File: src/rtl/mem_arbiter_pkg.sv
// Shared types and constants for the two-requester memory arbiter.
package mem_arbiter_pkg;

    localparam int unsigned ADDR_BUS     = 32;
    localparam int unsigned DATA_BUS     = 32;
    localparam int unsigned WIDTH_W      = 4;
    localparam int unsigned RD_LAT_DEF   = 1;
    localparam int unsigned LOCK_MAX_DEF = 4;
    localparam int unsigned LAT_CNT_W    = 3;
    localparam int unsigned LOCK_CNT_W   = 4;

    typedef enum logic [1:0] {
        ARB_IDLE   = 2'd0,
        ARB_ACCESS = 2'd1,
        ARB_DONE   = 2'd2
    } arb_state_e;

endpackage

File: src/rtl/rr_pick2.sv
// Combinational two-way round-robin pick with an optional sticky lock owner.
module rr_pick2 (
    input  logic req0_i,
    input  logic req1_i,
    input  logic ptr_i,
    input  logic lock_owner_i,
    input  logic lock_valid_i,
    input  logic lock_expired_i,
    output logic grant_valid_o,
    output logic grant_idx_o
);

    logic lock_req;
    logic other_req;

    assign lock_req  = lock_owner_i ? req1_i : req0_i;
    assign other_req = lock_owner_i ? req0_i : req1_i;

    always_comb begin
        grant_valid_o = req0_i | req1_i;
        grant_idx_o   = 1'b0;
        if (lock_valid_i && lock_req) begin
            // An expired lock yields only if the other side is actually waiting.
            grant_idx_o = (other_req && lock_expired_i) ? ~lock_owner_i : lock_owner_i;
        end else if (req0_i && req1_i) begin
            grant_idx_o = ptr_i;
        end else begin
            grant_idx_o = req1_i;
        end
    end

endmodule

File: src/rtl/mem_arbiter.sv
// Arbitrates the single mem port between the executor (rq0) and the packet loader (rq1).
module mem_arbiter
    import mem_arbiter_pkg::*;
#(
    parameter int unsigned ADDR_W   = ADDR_BUS,
    parameter int unsigned DATA_W   = DATA_BUS,
    parameter int unsigned RD_LAT   = RD_LAT_DEF,
    parameter int unsigned LOCK_MAX = LOCK_MAX_DEF
) (
    input  logic               clk,
    input  logic               rst,
    input  logic               rq0_req_i,
    input  logic               rq0_we_i,
    input  logic [ADDR_W-1:0]  rq0_addr_i,
    input  logic [WIDTH_W-1:0] rq0_width_i,
    input  logic [DATA_W-1:0]  rq0_data_i,
    input  logic               rq0_lock_i,
    output logic               rq0_ack_o,
    output logic [DATA_W-1:0]  rq0_data_o,
    input  logic               rq1_req_i,
    input  logic               rq1_we_i,
    input  logic [ADDR_W-1:0]  rq1_addr_i,
    input  logic [WIDTH_W-1:0] rq1_width_i,
    input  logic [DATA_W-1:0]  rq1_data_i,
    input  logic               rq1_lock_i,
    output logic               rq1_ack_o,
    output logic [DATA_W-1:0]  rq1_data_o,
    output logic               mem_ce_o,
    output logic               mem_we_o,
    output logic [ADDR_W-1:0]  mem_addr_o,
    output logic [WIDTH_W-1:0] mem_width_o,
    output logic [DATA_W-1:0]  mem_data_o,
    input  logic [DATA_W-1:0]  mem_data_i,
    output logic               busy_o,
    output logic               owner_o
);

    arb_state_e            state_q;
    logic [LAT_CNT_W-1:0]  lat_q;
    logic [LOCK_CNT_W-1:0] lock_cnt_q;
    logic                  ptr_q;
    logic                  lock_valid_q;

    logic                  grant_valid;
    logic                  grant_idx;
    logic                  lock_expired;
    logic                  other_waiting;
    logic                  owner_lock;
    logic                  sel_we;
    logic [ADDR_W-1:0]     sel_addr;
    logic [WIDTH_W-1:0]    sel_width;
    logic [DATA_W-1:0]     sel_data;

    assign sel_we        = grant_idx ? rq1_we_i    : rq0_we_i;
    assign sel_addr      = grant_idx ? rq1_addr_i  : rq0_addr_i;
    assign sel_width     = grant_idx ? rq1_width_i : rq0_width_i;
    assign sel_data      = grant_idx ? rq1_data_i  : rq0_data_i;
    assign other_waiting = grant_idx ? rq0_req_i   : rq1_req_i;
    assign owner_lock    = owner_o   ? rq1_lock_i  : rq0_lock_i;
    assign lock_expired  = lock_cnt_q >= LOCK_CNT_W'(LOCK_MAX);
    assign busy_o        = (state_q != ARB_IDLE);

    rr_pick2 u_pick (
        .req0_i         (rq0_req_i),
        .req1_i         (rq1_req_i),
        .ptr_i          (ptr_q),
        .lock_owner_i   (owner_o),
        .lock_valid_i   (lock_valid_q),
        .lock_expired_i (lock_expired),
        .grant_valid_o  (grant_valid),
        .grant_idx_o    (grant_idx)
    );

    always_ff @(posedge clk or negedge rst) begin
        if (!rst) begin
            state_q      <= ARB_IDLE;
            lat_q        <= '0;
            lock_cnt_q   <= '0;
            ptr_q        <= 1'b0;
            lock_valid_q <= 1'b0;
            owner_o      <= 1'b0;
            mem_ce_o     <= 1'b0;
            mem_we_o     <= 1'b0;
            mem_addr_o   <= '0;
            mem_width_o  <= '0;
            mem_data_o   <= '0;
            rq0_ack_o    <= 1'b0;
            rq1_ack_o    <= 1'b0;
            rq0_data_o   <= '0;
            rq1_data_o   <= '0;
        end else begin
            unique case (state_q)
                ARB_IDLE: begin
                    if (grant_valid) begin
                        owner_o     <= grant_idx;
                        mem_ce_o    <= 1'b1;
                        mem_we_o    <= sel_we;
                        mem_addr_o  <= sel_addr;
                        mem_width_o <= sel_width;
                        mem_data_o  <= sel_data;
                        lat_q       <= sel_we ? '0 : LAT_CNT_W'(RD_LAT);
                        // Counts consecutive grants to one owner while the other side waits.
                        if (grant_idx != owner_o) begin
                            lock_cnt_q <= other_waiting ? LOCK_CNT_W'(1) : '0;
                        end else if (other_waiting) begin
                            lock_cnt_q <= lock_cnt_q + LOCK_CNT_W'(1);
                        end
                        state_q <= ARB_ACCESS;
                    end
                end
                ARB_ACCESS: begin
                    if (lat_q == '0) begin
                        mem_ce_o <= 1'b0;
                        if (owner_o) begin
                            rq1_ack_o <= 1'b1;
                            if (!mem_we_o) rq1_data_o <= mem_data_i;
                        end else begin
                            rq0_ack_o <= 1'b1;
                            if (!mem_we_o) rq0_data_o <= mem_data_i;
                        end
                        state_q <= ARB_DONE;
                    end else begin
                        lat_q <= lat_q - LAT_CNT_W'(1);
                    end
                end
                ARB_DONE: begin
                    rq0_ack_o    <= 1'b0;
                    rq1_ack_o    <= 1'b0;
                    lock_valid_q <= owner_lock;
                    if (!owner_lock) begin
                        ptr_q      <= ~owner_o;
                        lock_cnt_q <= '0;
                    end
                    state_q <= ARB_IDLE;
                end
                default: state_q <= ARB_IDLE;
            endcase
        end
    end

endmodule

File: config.mk
export PLATFORM = sky130hd
export DESIGN_NAME = mem_arbiter
export DESIGN_NICKNAME = d
export VERILOG_FILES = /design/src/rtl/mem_arbiter_pkg.sv /design/src/rtl/rr_pick2.sv /design/src/rtl/mem_arbiter.sv
export SDC_FILE = /design/constraint.sdc
export NUM_CORES = 1
export LEC_CHECK = 0
export CORE_UTILIZATION = 31
export DETAILED_ROUTE_END_ITERATION = 10
export GPL_TIMING_DRIVEN = 0
export SLEW_MARGIN = 10
export SYNTH_ARGS = -nofsm -noshare
export SYNTH_HDL_FRONTEND = slang
export SYNTH_SLANG_ARGS = --single-unit
export TNS_END_PERCENT = 10
File: constraint.sdc
create_clock -name clk -period 2.5 [get_ports clk]
set_clock_uncertainty 0.15 [all_clocks]
set_input_delay 0.625 -clock clk [delete_from_list [all_inputs] [get_ports clk]]
set_output_delay 0.625 -clock clk [all_outputs]
set_load 0.05 [all_outputs]
## Word-level counts from Yosys, hierarchy flattened

Index checks and enable logic that the tools add are counted.

| storage, ports and cells | value |
|---|---|
| register bits | 148 |
| input bits | 176 |
| output and inout bits | 138 |
| word-level logic and storage cells | 84 |

| operators by class | value |
|---|---|
| $add $sub $neg | 2 |
| $lt $le $gt $ge | 1 |
| eq/ne operators | 10 |
| muxes and demuxes | 33 |
| bitwise logic cells | 4 |
| reduce and logical (&&, ||, !) cells | 19 |

Operator list:

| kind | count |
|---|---|
| $mux W32 | 2 |
| $mux W4 | 5 |
| $mux W1 | 16 |
| $ne A2 B2 Y1 const B | 6 |
| $reduce_and A3 Y1 | 4 |
| $reduce_and A4 Y1 | 3 |
| $pmux W4 S2 | 1 |
| $reduce_bool A2 Y1 | 4 |
| $mux W3 | 2 |
| $pmux W1 S2 | 3 |
| $pmux W3 S2 | 1 |
| $reduce_and A2 Y1 | 3 |
| $add A4 B1 Y4 const B | 1 |
| $ge A4 B3 Y1 const B | 1 |
| $mux W2 | 2 |
| $pmux W2 S2 | 1 |
| $logic_and A1 B1 Y1 | 3 |
| $logic_not A3 Y1 | 1 |
| $ne A3 B3 Y1 const B | 1 |
| $not A1 Y1 | 3 |
| $sub A3 B1 Y3 const B | 1 |
| $eq A2 B1 Y1 const B | 1 |
| $eq A2 B2 Y1 const B | 1 |
| $logic_not A2 Y1 | 1 |
| other kinds (2) | 2 |

## Logic depth before layout (Yosys ltp)

Gate-level depths: netlist of the first run.

| depth | value |
|---|---|
| depth after elaboration | 9 |
| depth in mapped cells | 9 |
| mapped depth without buffers | 6 |

## By module

From an unflattened synthesis of the first run, not the netlist that was laid out.

| second synthesis, totals | value |
|---|---|
| cell total of the unflattened synthesis | 519 |
| area total of the unflattened synthesis | 6476.2 µm² |

By module, submodules not included:

| module | times used | cells each | area each (µm²) | seq. area each (µm²) |
|---|---|---|---|---|
| mem_arbiter | 1 | 514 | 6441.2 | 3703.6 |
| rr_pick2 | 1 | 5 | 35.0 | 0.0 |

## Worst setup path after synthesis of the first run

No wires, ideal clock.

| path | value |
|---|---|
| path kind | flip-flop to flip-flop |
| from | register owner_o |
| to | register mem_addr_o[0] |
| setup time | 0.126 ns |
| arrival time | 2.245 ns |
| required time | 2.224 ns |
| path slack | -0.021 ns |
| cell stages (with the launch flop) | 9 |
| path buffers | 3 |
| clock period less this slack | 2.521 ns |
| cell sequence | dfrtp_1 -> buf_6 -> or3_1 -> a311oi_2 -> or2b_1 -> nor2_1 -> buf_6 -> buf_6 -> a221o_1 |

| between the ends | value |
|---|---|
| longest elaborated chain between the ends | 5 |
| elaborated cells on any way between the ends | 8 |
| classes of those cells | mux: 5; bitwise: 1; reduce/logical: 2 |

RTL lines:

| what | RTL line | RTL |
|---|---|---|
| from (decl) | mem_arbiter.sv:35 | `output logic owner_o` |
| from (signal assigned) | mem_arbiter.sv:95 | `owner_o <= grant_idx;` |
| $mux W1 | rr_pick2.sv:17 | `assign other_req = lock_owner_i ? req0_i : req1_i;` |
| $logic_and A1 B1 Y1 | rr_pick2.sv:24 | `grant_idx_o = (other_req && lock_expired_i) ? ~lock_owner_i : lock_owner_i;` |
| $mux W1 | rr_pick2.sv:24 |  |
| $mux W1 (*) | rr_pick2.sv:22 | `if (lock_valid_i && lock_req) begin` |
| $mux W32 (*) | mem_arbiter.sv:55 | `assign sel_addr = grant_idx ? rq1_addr_i : rq0_addr_i;` |
| to (signal assigned) | mem_arbiter.sv:98 | `mem_addr_o <= sel_addr;` |
| to (decl) | mem_arbiter.sv:30 | `output logic [ADDR_W-1:0] mem_addr_o,` |

Mark *: on every way between the ends. The rest lies on a longest branch, timed or not.
A chain may end at the register's enable or synchronous reset.

## Worst setup path in the final report of the first run

| path | value |
|---|---|
| from | register owner_o |
| to | register mem_width_o[0] |

| between the ends | value |
|---|---|
| longest elaborated chain between the ends | 5 |
| elaborated cells on any way between the ends | 8 |
| classes of those cells | mux: 5; bitwise: 1; reduce/logical: 2 |

RTL lines:

| what | RTL line | RTL |
|---|---|---|
| $mux W1 | rr_pick2.sv:17 |  |
| $logic_and A1 B1 Y1 | rr_pick2.sv:24 |  |
| $mux W1 | rr_pick2.sv:24 |  |
| $mux W1 (*) | rr_pick2.sv:22 |  |
| $mux W4 (*) | mem_arbiter.sv:56 | `assign sel_width = grant_idx ? rq1_width_i : rq0_width_i;` |
| to (signal assigned) | mem_arbiter.sv:99 | `mem_width_o <= sel_width;` |
| to (decl) | mem_arbiter.sv:31 | `output logic [WIDTH_W-1:0] mem_width_o,` |

Marked as above.

==> summary.md, run 1 <==
| Metric | Value |
|---|---|
| Fmax achieved | `409 MHz` |
| DRT Pass-1 Iters | `4` |
| Clock sink total | `between 100 and 150` |
| Min-delay src | `mem_ce_o$_DFFE_PN0P_` |
| Slew Limit Fails | `0` |
| Area of the multi-input gates | `2320 um2` |
| Core box area | `19500 um2` |
| Die X-Extent | `~140 um` |
| First-pass GRT wire length | `31800 um` |
| CP Buf/Inv Count | `5` |
| Fin. Hold Viols | `0` |
| CP Max Fanout | `10` |
| Critical-path top delay cell | `dfrtp_2` |
| Mean Syn Cell Area | `13.4 um2` |
| Number of global-route vias before repair | `5727` |
| # IOs | `314` |
| Max incr delay on CP | `0.41 ns` |
| Final WS setup | `0.0547 ns` |
| Number of flops mapped to enable cells by yosys | `0` |
| WHS Endpoint | `mem_ce_o$_DFFE_PN0P_` |
| Area delta synth->final | `67.8%` |
| Reg power frac | `25.9%` |
| Layout cells sized above 1 | `13.6%` |
| Area post-placement | `9710 um2` |
| Clk buf depth | `2` |
| CTS Root Cell | `clkbuf_16` |
| CTS clk-pin slew, worst paths | `0.06 ns` |
| Die H | `144 um` |
| Non-filler instance count after layout | `1084` |
| Crit path kind | `flip-flop to flip-flop` |
| DP HPWL | `~16000 um` |
| Final period utilization | `97.8%` |
| Reg2reg setup slack | `0.05 ns` |
| FF-to-FF path depth | `10` |
| Pint | `8.72 mW` |
| TritonCTS clock tree | `built` |
| Nets@finish | `between 900 and 1000` |
| Arrival time at the worst endpoint | `2.59 ns` |
| Sw power | `7.83 mW` |
| Synthesis Warnings | `0` |
| DRC Markers | `0` |
| Final ANT Viol Nets | `0` |
| CP Data Required Time | `2.65 ns` |
| Post-synthesis cell area | `6210 um2` |
| Drt initial violations | `between 200 and 250` |
| Synth async-reset ratio | `between 90% and 100%` |
| GPL Wtd Cong | `0.820` |
| Sw frac | `47.3%` |
| Finished Cell Area | `~10000 um2` |
| Wire per inst | `19.5 um` |
| Family with the most delay on the worst path | `buffers and inverters` |
| Path type of the worst min-delay path | `flip-flop to flip-flop` |
| Fillcell total | `1735` |
| Crit start category | `flip-flop` |
| Num CTS Buffers | `17` |
| CP Capture Type | `flip-flop` |
| Synth unique cells | `38` |
| Setup violators final | `0` |
| Total of max-cap violations | `0` |
| Ys flop type | `dfrtp_1` |
| Placed cells | `1043` |
| Tmin final | `2.45 ns` |
| Worst slew margin | `57.3%` |
| Port bufs | `about 310` |
| Leakage | `4.37 nW` |
| FF-to-FF Start | `owner_o$_DFFE_PN0P_` |
| Worst-Margin Slew | `0.639 ns` |
| Seq. cell area | `3700 um2` |
| Comb pwr share | `59.1%` |
| Syn Inst Count | `464` |
| Hold path cells | `2` |
| Clock Latency Late Sink | `~0.41 ns` |
| Cells along the critical path | `buf_6, buf_4, o21ai_0, a311oi_4, or2b_1, and2_4, buf_6, buf_8, buf_6, a221o_1` |
| Cell mode on critical path | `buf_6` |
| Via density | `about 4.9` |
| Clock share of power | `15.1%` |
| Reg-to-reg endpoint | `mem_width_o[0]$_DFFE_PN0P_` |
| Status | `completed` |
| Pwr Density | `1590 nW/um2` |
| Vias | `5277` |
| Total track usage | `~21%` |
| Largest net degree at the start of global routing | `94` |
| Syn_nets | `around 640` |
| Initial core utilization | `31.8%` |
| Antenna violations before repair | `1` |
| Max VDD drop | `0.789 mV` |
| Congestion Overflow GR | `0` |
| CTS H-tree depth | `4` |
| Die area | `20600 um2` |
| Seq/Total Area, Yosys | `around three fifths` |
| Hold_ws | `0.333 ns` |
| Pre-CTS setup slack | `-0.494 ns` |
| Row cnt | `51` |
| Synthesized flop and latch total | `about 150` |
| Total wire length | `21200 um` |
==> timing repair <==
item,4_1_cts,5_1_grt
gates cloned,0,1
pin swaps,0,4
hold buffers,1,0
resized for setup,6,21
endpoints found under the setup margin,81,63
endpoints found under the hold margin,31,0
setup buffers,0,6
==> stage by stage <==
stage / utilization [%] / TNS [ns] / total power [mW]
after CTS: 52.8 / 0 / 16.6
after global placement: 49.6 / -816.39 / 13.8
after floorplan: - / 0 / 10.5
final: 53.4 / 0 / 16.5
after global routing: 53.4 / -0.0877 / 17.4
after detailed placement: 49.7 / -28.54 / 14.0
==> how the worst max path moves through the flow <==
stage / start / to / slack [ns] / depth (start not counted)
finish: owner_o$_DFFE_PN0P_ / mem_width_o[0]$_DFFE_PN0P_ / 0.05 / 10
detailed placement: rq0_req_i / mem_data_o[9]$_DFFE_PN0P_ / -0.49 / 7
global placement: rst / owner_o$_DFFE_PN0P_ / -5.91 / 1
floorplan: owner_o$_DFFE_PN0P_ / mem_addr_o[0]$_DFFE_PN0P_ / 0.08 / 8
CTS: state_q[0]$_DFFE_PN0P_ / busy_o / 0.009 / 3
global route: owner_o$_DFFE_PN0P_ / mem_data_o[27]$_DFFE_PN0P_ / -0.02 / 10
==> cells in the mapped netlist (all sizes together) (3+ instances only) <==
library cell / instances / area share (%)
a21oi: 7 / 0.56
mux2: 65 / 12
nand3: 5 / 0.40
a221o: 68 / 11
nand2: 14 / 0.85
dfrtp: 148 / 60
inv: 11 / 0.66
and2: 69 / 6.9
clkbuf: 11 / 0.66
o21ai: 11 / 0.89
buf: 20 / 2.3
nor2: 5 / 0.30
ha: 3 / 0.60
==> worst reg2reg max path: stages (launching register included) <==
cell and delay [ns]:
dfrtp_2 0.41, buf_6 0.13, buf_4 0.13, o21ai_0 0.15, a311oi_4 0.16, or2b_1 0.31
and2_4 0.18, buf_6 0.13, buf_8 0.14, buf_6 0.14, a221o_1 0.30
==> sequential cells by signal, summed over array words and instances, names as in the netlist <==
signal        cells
mem_we_o          1
owner_o           1
mem_addr_o       32
ptr_q             1
rq1_data_o       32
state_q           2
mem_ce_o          1
lock_valid_q      1
mem_data_o       32
rq0_ack_o         1
lat_q             3
lock_cnt_q        4
mem_width_o       4
rq1_ack_o         1
rq0_data_o       32
==> area by class of cell <==
| type | count | share of cell area, % |
|---|---|---|
| antenna | 1 | 0.0240 |
| buffer | 31 | 2.02 |
| clock buffer | 17 | 4.08 |
| clock inverter | 15 | 1.40 |
| inverter | 11 | 0.396 |
| multi-input combinational | 274 | 22.3 |
| sequential | 148 | 35.5 |
| tap | 265 | 3.18 |
| timing repair buffer | 322 | 31.1 |
==> power groups by stage <==
stage	registers, mW	logic, mW	clock network [mW]
final	4.28	9.77	2.49
after CTS	4.28	9.70	2.57
after detailed placement	4.27	9.68	0
after floorplan	8.11	2.39	0
after global placement	4.23	9.57	0
after global routing	4.46	10.3	2.69
==> cell usage in the layout, fill, tap and decap left out, types with 3 or more instances in the layout <==
cell,count
clkbuf_2,4
ha_1,3
inv_1,11
mux2_1,27
buf_4,6
nand2_1,14
clkbuf_16,18
nor2_1,4
a21oi_1,7
dfrtp_1,147
clkdlybuf4s50_1,309
inv_6,6
clkinvlp_4,4
buf_2,12
buf_6,4
buf_8,5
clkbuf_1,8
mux2_2,38
o21ai_0,10
a221o_1,68
and2_1,68
nand3_1,5
==> kinds of logic (layout without fill, tap and decap cells) <==
logic type | after synthesis | after routing | share of synthesized area [%]
other cells | 0 | 1 | 0
fa+ha+maj | 3 | 3 | 0.604
mux | 67 | 67 | 12.3
simple gates | 107 | 107 | 9.99
compound gates | 97 | 97 | 13.9
buf+inv | 42 | 396 | 3.58
flops | 148 | 148 | 59.6
==> layer usage <==
metal | share of wire [%] | GRT usage (%) | wire, um
met1 | 37 | 23.1 | 7850
met2 | 51 | 35.7 | 10800
met3 | 10 | 8.90 | 2160
met4 | 1.9 | 6.77 | 409
met5 | 0 | 0 | 0
Note: power is estimated with default switching activity, not from simulation.
==> run 2, diff against run 1 <==
--- a/config.mk
+++ b/config.mk
@@ -8,8 +8,9 @@
 export CORE_UTILIZATION = 31
 export DETAILED_ROUTE_END_ITERATION = 10
 export GPL_TIMING_DRIVEN = 0
-export SLEW_MARGIN = 10
+export HOLD_SLACK_MARGIN = 0.06
 export SYNTH_ARGS = -nofsm -noshare
 export SYNTH_HDL_FRONTEND = slang
+export SYNTH_HIERARCHICAL = 1
 export SYNTH_SLANG_ARGS = --single-unit
 export TNS_END_PERCENT = 10
==> summary.md, run 2 <==
| Metric | Value |
|---|---|
| Status | `completed` |
| Worst-Margin Slew | `0.738 ns` |
| DP HPWL | `14200 um` |
| Row cnt | `52` |
| Clock Latency Late Sink | `0.41 ns` |
| Number of flops mapped to enable cells by yosys | `0` |
| Max VDD drop | `0.605 mV` |
| Max Used Layer | `met4` |
| Synth unique cells | `41` |
| DR WL met2 | `9490 um` |
| Most frequent cells in the layout | `clkdlybuf4s50_1, dfrtp_1, nor2_1, mux2i_1, a21oi_1` |
| Hold_ws | `0.336 ns` |
| Core box area | `between 20000 and 25000 um2` |
| Max incr delay on CP | `0.43 ns` |
| CTS H-tree depth | `4` |
| Drt initial violations | `147` |
| Total wire length | `between 15000 and 20000 um` |
| Cells along the critical path | `buf_2, or2_2, dlygate4sd2_1` |
| Setup violators final | `0` |
| Leakage | `4.60 nW` |
| Worst slew margin | `50.8%` |
| Initial core utilization | `31.8%` |
| Die H | `~150 um` |
| Power Total | `16.6 mW` |
| Arrival time at the worst endpoint | `1.69 ns` |
| FF-to-FF Start | `lock_cnt_q[2]$_DFFE_PN0P_` |
| Top-count cell post-synth | `dfrtp_1` |
| Critical-path top delay cell | `dlygate4sd2_1` |
| Routed wl met3 | `1320 um` |
| GPL Wtd Cong | `0.811` |
| Final period utilization | `a little under 100%` |
| TritonCTS clock tree | `built` |
| Post-synthesis cell area | `6480 um2` |
| CP Max Fanout | `10` |
| Tmin final | `2.47 ns` |
| CP Data Required Time | `1.73 ns` |
| CTS Root Cell | `clkbuf_16` |
| Via density | `~4.6` |
| Leading cell types by count after synthesis | `dfrtp_1, nor2_1, mux2i_1, a21oi_1, mux2_2` |
| Antenna violations before repair | `0` |
| # IOs | `roughly 310` |
| Synthesized flop and latch total | `between 100 and 150` |
| Path type of the worst min-delay path | `flip-flop to flip-flop` |
| Total of max-cap violations | `0` |
| Crit start category | `flip-flop` |
| Clock sink total | `roughly 150` |
| Min-delay src | `mem_ce_o$_DFFE_PN0P_` |
| Num CTS Buffers | `17` |
| RSZ-0062 raised after global routing | `yes` |
| Met1 wire length | `between 7000 and 8000 um` |
| Number of global-route vias before repair | `~5600` |
| Die area | `21500 um2` |
| Beginning of the critical path | `state_q[0]$_DFFE_PN0P_` |
| Layout cells sized above 1 | `16.3%` |
| Synthesis Warnings | `6` |
| Fmax achieved | `approximately 410 MHz` |
| Area contributors post-synth | `dfrtp_1, mux2i_1, mux2_4` |
| DRC Markers | `0` |
| Largest net degree at the start of global routing | `84` |
| Area leader, netlist | `dfrtp_1` |
| Syn_nets | `698` |
| Slew Limit Fails | `0` |
| Final ANT Viol Nets | `0` |
| Crit path kind | `flip-flop to output port` |
| Diodes inserted | `0` |
| Mean Syn Cell Area | `~12 um2` |
| Wire per inst | `roughly 17 um` |
| CP Capture Type | `output port` |
| Vias | `5205` |
| Total track usage | `18.1%` |
| First-pass GRT wire length | `between 30000 and 40000 um` |
| Pwr Density | `around 1600 nW/um2` |
| DRT Pass-1 Iters | `4` |
| Nets@finish | `1033` |
| Yosys top cell area share | `between 50% and 60%` |
| Syn Inst Count | `519` |
| Area delta synth->final | `64.7%` |
| Port bufs | `313` |
| Fin. Hold Viols | `0` |
| Die X-Extent | `147 um` |
| Fillcell total | `1773` |
| Most common cell after layout, fill and taps aside | `clkdlybuf4s50_1` |
| Clk buf depth | `2` |
| Seq/Total Area, Yosys | `between 50% and 60%` |
| Congestion Overflow GR | `0` |
| Ys flop type | `dfrtp_1` |
| CTS clk-pin slew, worst paths | `0.06 ns` |
| Synth async-reset ratio | `100%` |
-- run 2: cell types whose count changed in the layout (fill, tap and decap cells not counted), sizes merged, moves of 3 or more --
cell | previous run | this run
a21oi | 7 | 68
mux2i | 1 | 71
nor2 | 5 | 73
a221o | 68 | 0
inv | 18 | 14
o21ai | 11 | 7
or2 | 1 | 4
and2 | 69 | 1
nand2 | 14 | 8
buf | 28 | 21
-- run 2: critical path: cells and delay by family (launching register included) --
kind,cells,cell delay (ns)
and+or+nand+nor,1,0.29
DFF,1,0.35
buffers and inverters,2,0.62
-- run 2: worst paths after layout --
check	end	slack (ns)	cells after the start
setup / recovery	busy_o	0.03	3
hold / removal	mem_ce_o$_DFFE_PN0P_	0.34	1
setup reg to reg	lock_cnt_q[3]$_DFFE_PN0P_	0.11	8
hold reg to reg	mem_ce_o$_DFFE_PN0P_	0.34	1
max in group asynchronous	mem_data_o[7]$_DFFE_PN0P_	0.74	3
min in group asynchronous	rq1_data_o[21]$_DFFE_PN0P_	0.63	2
-- run 2: logic make-up (layout without fill, tap and decap cells) --
family	Yosys count	after routing	synth area share [%]
AO/OA/AOI/OAI	88	88	7.42
buffers and inverters	38	386	2.94
adder cells (fa/ha/maj)	3	3	0.580
multiplexers	138	138	24.4
XOR/XNOR	1	1	0.135
AND/OR/NAND/NOR	103	103	7.38
flip-flops	148	148	57.2
-- run 2: layout make-up --
cell class | count | area [um2] | share of cell area, %
Tap cell | 270 | 338 | 3.17
Timing Repair Buffer | 316 | 3180 | 29.8
Inverter | 6 | 22.5 | 0.211
Clock inverter | 15 | 194 | 1.82
Clock buffer | 17 | 425 | 3.99
Multi-Input combinational cell | 333 | 2600 | 24.4
Buffer | 32 | 203 | 1.90
Sequential cell | 148 | 3700 | 34.7
-- run 2: report_power, final --
| group | switching [mW] | internal, mW | total, mW |
|---|---|---|---|
| combinational | 6.09 | 3.56 | 9.66 |
| clock | 1.09 | 1.60 | 2.69 |
| sequential | 0.689 | 3.59 | 4.28 |
| total | 7.87 | 8.76 | 16.6 |
-- run 2: metal layers --
metal  vias up  global-route usage, %
met3        14                   5.88
met5         -                      0
met1      2516                   20.9
met2       195                   31.7
met4         0                   5.57
li1       2480                      -
-- run 2: stage by stage --
| stage | instances | area [um2] | utilization (%) | TNS, ns | setup slack, ns |
|---|---|---|---|---|---|
| CTS | 1136 | 10600 | 52.2 | -0.0174 | -0.0174 |
| detailed placement | 1103 | 9980 | 49.0 | -53.52 | -0.913 |
| finish | 1137 | 10700 | 52.4 | 0 | 0.0323 |
| global placement | 1102 | 9950 | 48.8 | -835.79 | -5.33 |
| global route | 1137 | 10700 | 52.4 | -0.309 | -0.0414 |
| floorplan | 519 | 6480 | - | -0.287 | -0.00957 |
-- run 2: repair_timing --
| action | CTS | global route |
|---|---|---|
| setup buffers | 0 | 1 |
| endpoints found under the hold margin | 2 | 0 |
| pin swaps | 0 | 1 |
| hold buffers | 1 | 0 |
| gates resized for setup | 14 | 16 |
| endpoints found under the setup margin | 75 | 73 |
==> RTL edit: new RTL, settings of run 1 <==
Set the package constant `LOCK_CNT_W` to 5 (it was 4).
--- a/src/rtl/mem_arbiter_pkg.sv
+++ b/src/rtl/mem_arbiter_pkg.sv
@@ -7,7 +7,7 @@
     localparam int unsigned RD_LAT_DEF   = 1;
     localparam int unsigned LOCK_MAX_DEF = 4;
     localparam int unsigned LAT_CNT_W    = 3;
-    localparam int unsigned LOCK_CNT_W   = 4;
+    localparam int unsigned LOCK_CNT_W   = 5;
 
     typedef enum logic [1:0] {
         ARB_IDLE   = 2'd0,
Check against the original RTL: same outputs for any inputs over 4 cycles, from zero or initial values and one cycle with rst low; that may be too few to reach the edited logic, so the function may still have changed.
==> RTL edit against run 1 <==
The flow now finishes with violations (negative hold slack). Sequential power grew 1%. Routed wire length grew 0.27%. Final area grew 1.8%. Sequential cell count grew 1. Highest routed layer unchanged. Synthesized area grew 4.7%. Critical endpoint is now rq0_data_o[31]. Power grew 0.75%. Setup slack lost 0.0026 ns.
==> RTL edit: results (changes against run 1) <==
Outcome
  – Outcome: finished, violations left (was completed)
  – Failing checks: negative hold slack

Critical path
  – R2r worst-path depth: 7 (was 10)
  – FF-to-FF Start: lat_q[0]$_DFFE_PN0P_ (was owner_o$_DFFE_PN0P_)
  – Crit Reg-Reg Endpoint: rq0_data_o[12]$_DFFE_PN0P_ (was mem_width_o[0]$_DFFE_PN0P_)
  – CP arrival: 1.67 ns (was 2.59 ns)
  – CP peak stage delay: 0.83 ns (was 0.41 ns)

Detailed routing
  – WL final: 21.24 mm (was 21.18 mm)
  – Vias: 5771 (was 5277)

Finish
  – Fraction of area in multi-input gates: 24.05% (was 22.29%)
  – NonClk Buf Share: 31.70% (was 33.10%)
  – Num sequential: 149 (was 148)
  – # nets final: 1127 (was 984)
  – Layout area overhead: 63.26% (was 67.81%)
  – Layout cells sized above 1: 13.33% (was 13.57%)
  – Fillcell total: 1861 (was 1735)
  – Multi-input gates: 416 (was 274)

Timing
  – Tightest Pin Transition: 0.7493 ns (was 0.6391 ns)
  – Final count of hold timing violations: 2 (was 0)
  – Final hold slack: -0.005951 ns (was 0.3329 ns)

Synth
  – Synth top cells by count: 149 x dfrtp_1, 139 x a21oi_1, 84 x nand2_1 (was 148 x dfrtp_1, 69 x and2_1, 68 x a221o_1)
  – Syn Inst Count: 615 (was 464)
  – Yosys cell types: 42 (was 38)
  – Adder-Cell Fraction of Synth Area: 0.7694% (was 0.6040%)
  – Mux share of post-synthesis cell area: 13.14% (was 12.30%)

Placement
  – Final HPWL DP: 15.72 mm (was 15.91 mm)
  – Dpl ws: -0.6154 ns (was -0.4937 ns)
  – DP Cell Count: 1198 (was 1043)

Worst hold path
  – Worst hold path class: primary input to asynchronous set/reset pin (was register to register)

Global route
  – Vias in the first global route: 6005 (was 5727)
  – Total GRT Usage: 20.34% (was 20.80%)
  – First-pass GRT wire length: 33.49 mm (was 31.80 mm)
  – Largest net degree at the start of global routing: 79 (was 94)

Pwr
  – Pleak: 0.004562 µW (was 0.004368 µW)
  – Worst IR Drop VDD: 789.3 µV (was 789.4 µV)
  – Cell-internal power: 8589 µW (was 8716 µW)
RTL edit: changes by cell type in the layout (fill, tap and decap cells not counted), sizes merged, moves of 3 or more:
cell,before,now
a221o,68,0
nor2,5,80
buf,28,19
a21oi,7,139
and2,69,3
nand3,5,2
clkbuf,30,41
nand2,14,84
a22o,0,3
RTL edit: power groups by stage:
stage	Combinational, µW	Sequential, µW	Clock (µW)
after global placement	9710	4340	0
final	9710	4330	2630
after global routing	10300	4500	2810
after CTS	9770	4340	2720
after detailed placement	9750	4360	0
after floorplan	2440	8200	0
RTL edit: worst max path at each step:
stage	startpoint	to	slack (ns)
5_1_grt	lat_q[0]$_DFFE_PN0P_	rq0_data_o[6]$_DFFE_PN0P_	-0.05
3_5_place_dp	rq0_req_i	mem_width_o[0]$_DFFE_PN0P_	-0.62
3_3_place_gp	rst	mem_data_o[3]$_DFFE_PN0P_	-5.91
6_report	rq0_data_o[31]$_DFFE_PN0P_	rq0_data_o[31]	0.05
4_1_cts	rq0_req_i	mem_width_o[0]$_DFFE_PN0P_	-0.01
2_1_floorplan	lat_q[0]$_DFFE_PN0P_	rq1_data_o[10]$_DFFE_PN0P_	0.34
RTL edit: routing by layer:
layer	vias to the layer above	routed length, µm	global-route usage, %
met5	-	0	0
met4	0	261	5.521
met1	2745	9113	25.04
met3	14	1931	8.323
met2	248	9929	32.77
li1	2764	-	-
RTL edit: repair_timing:
action,4_1_cts,5_1_grt
gates resized for setup,3,9
hold buffers,0,0
setup endpoints to repair,13,96
RTL edit: cell families (layout without fill, tap and decap cells):
family,after synthesis,after routing
buf+inv,50,395
mux,66,66
simple gates,182,182
flops,149,149
fa+ha+maj,4,4
compound gates,164,164
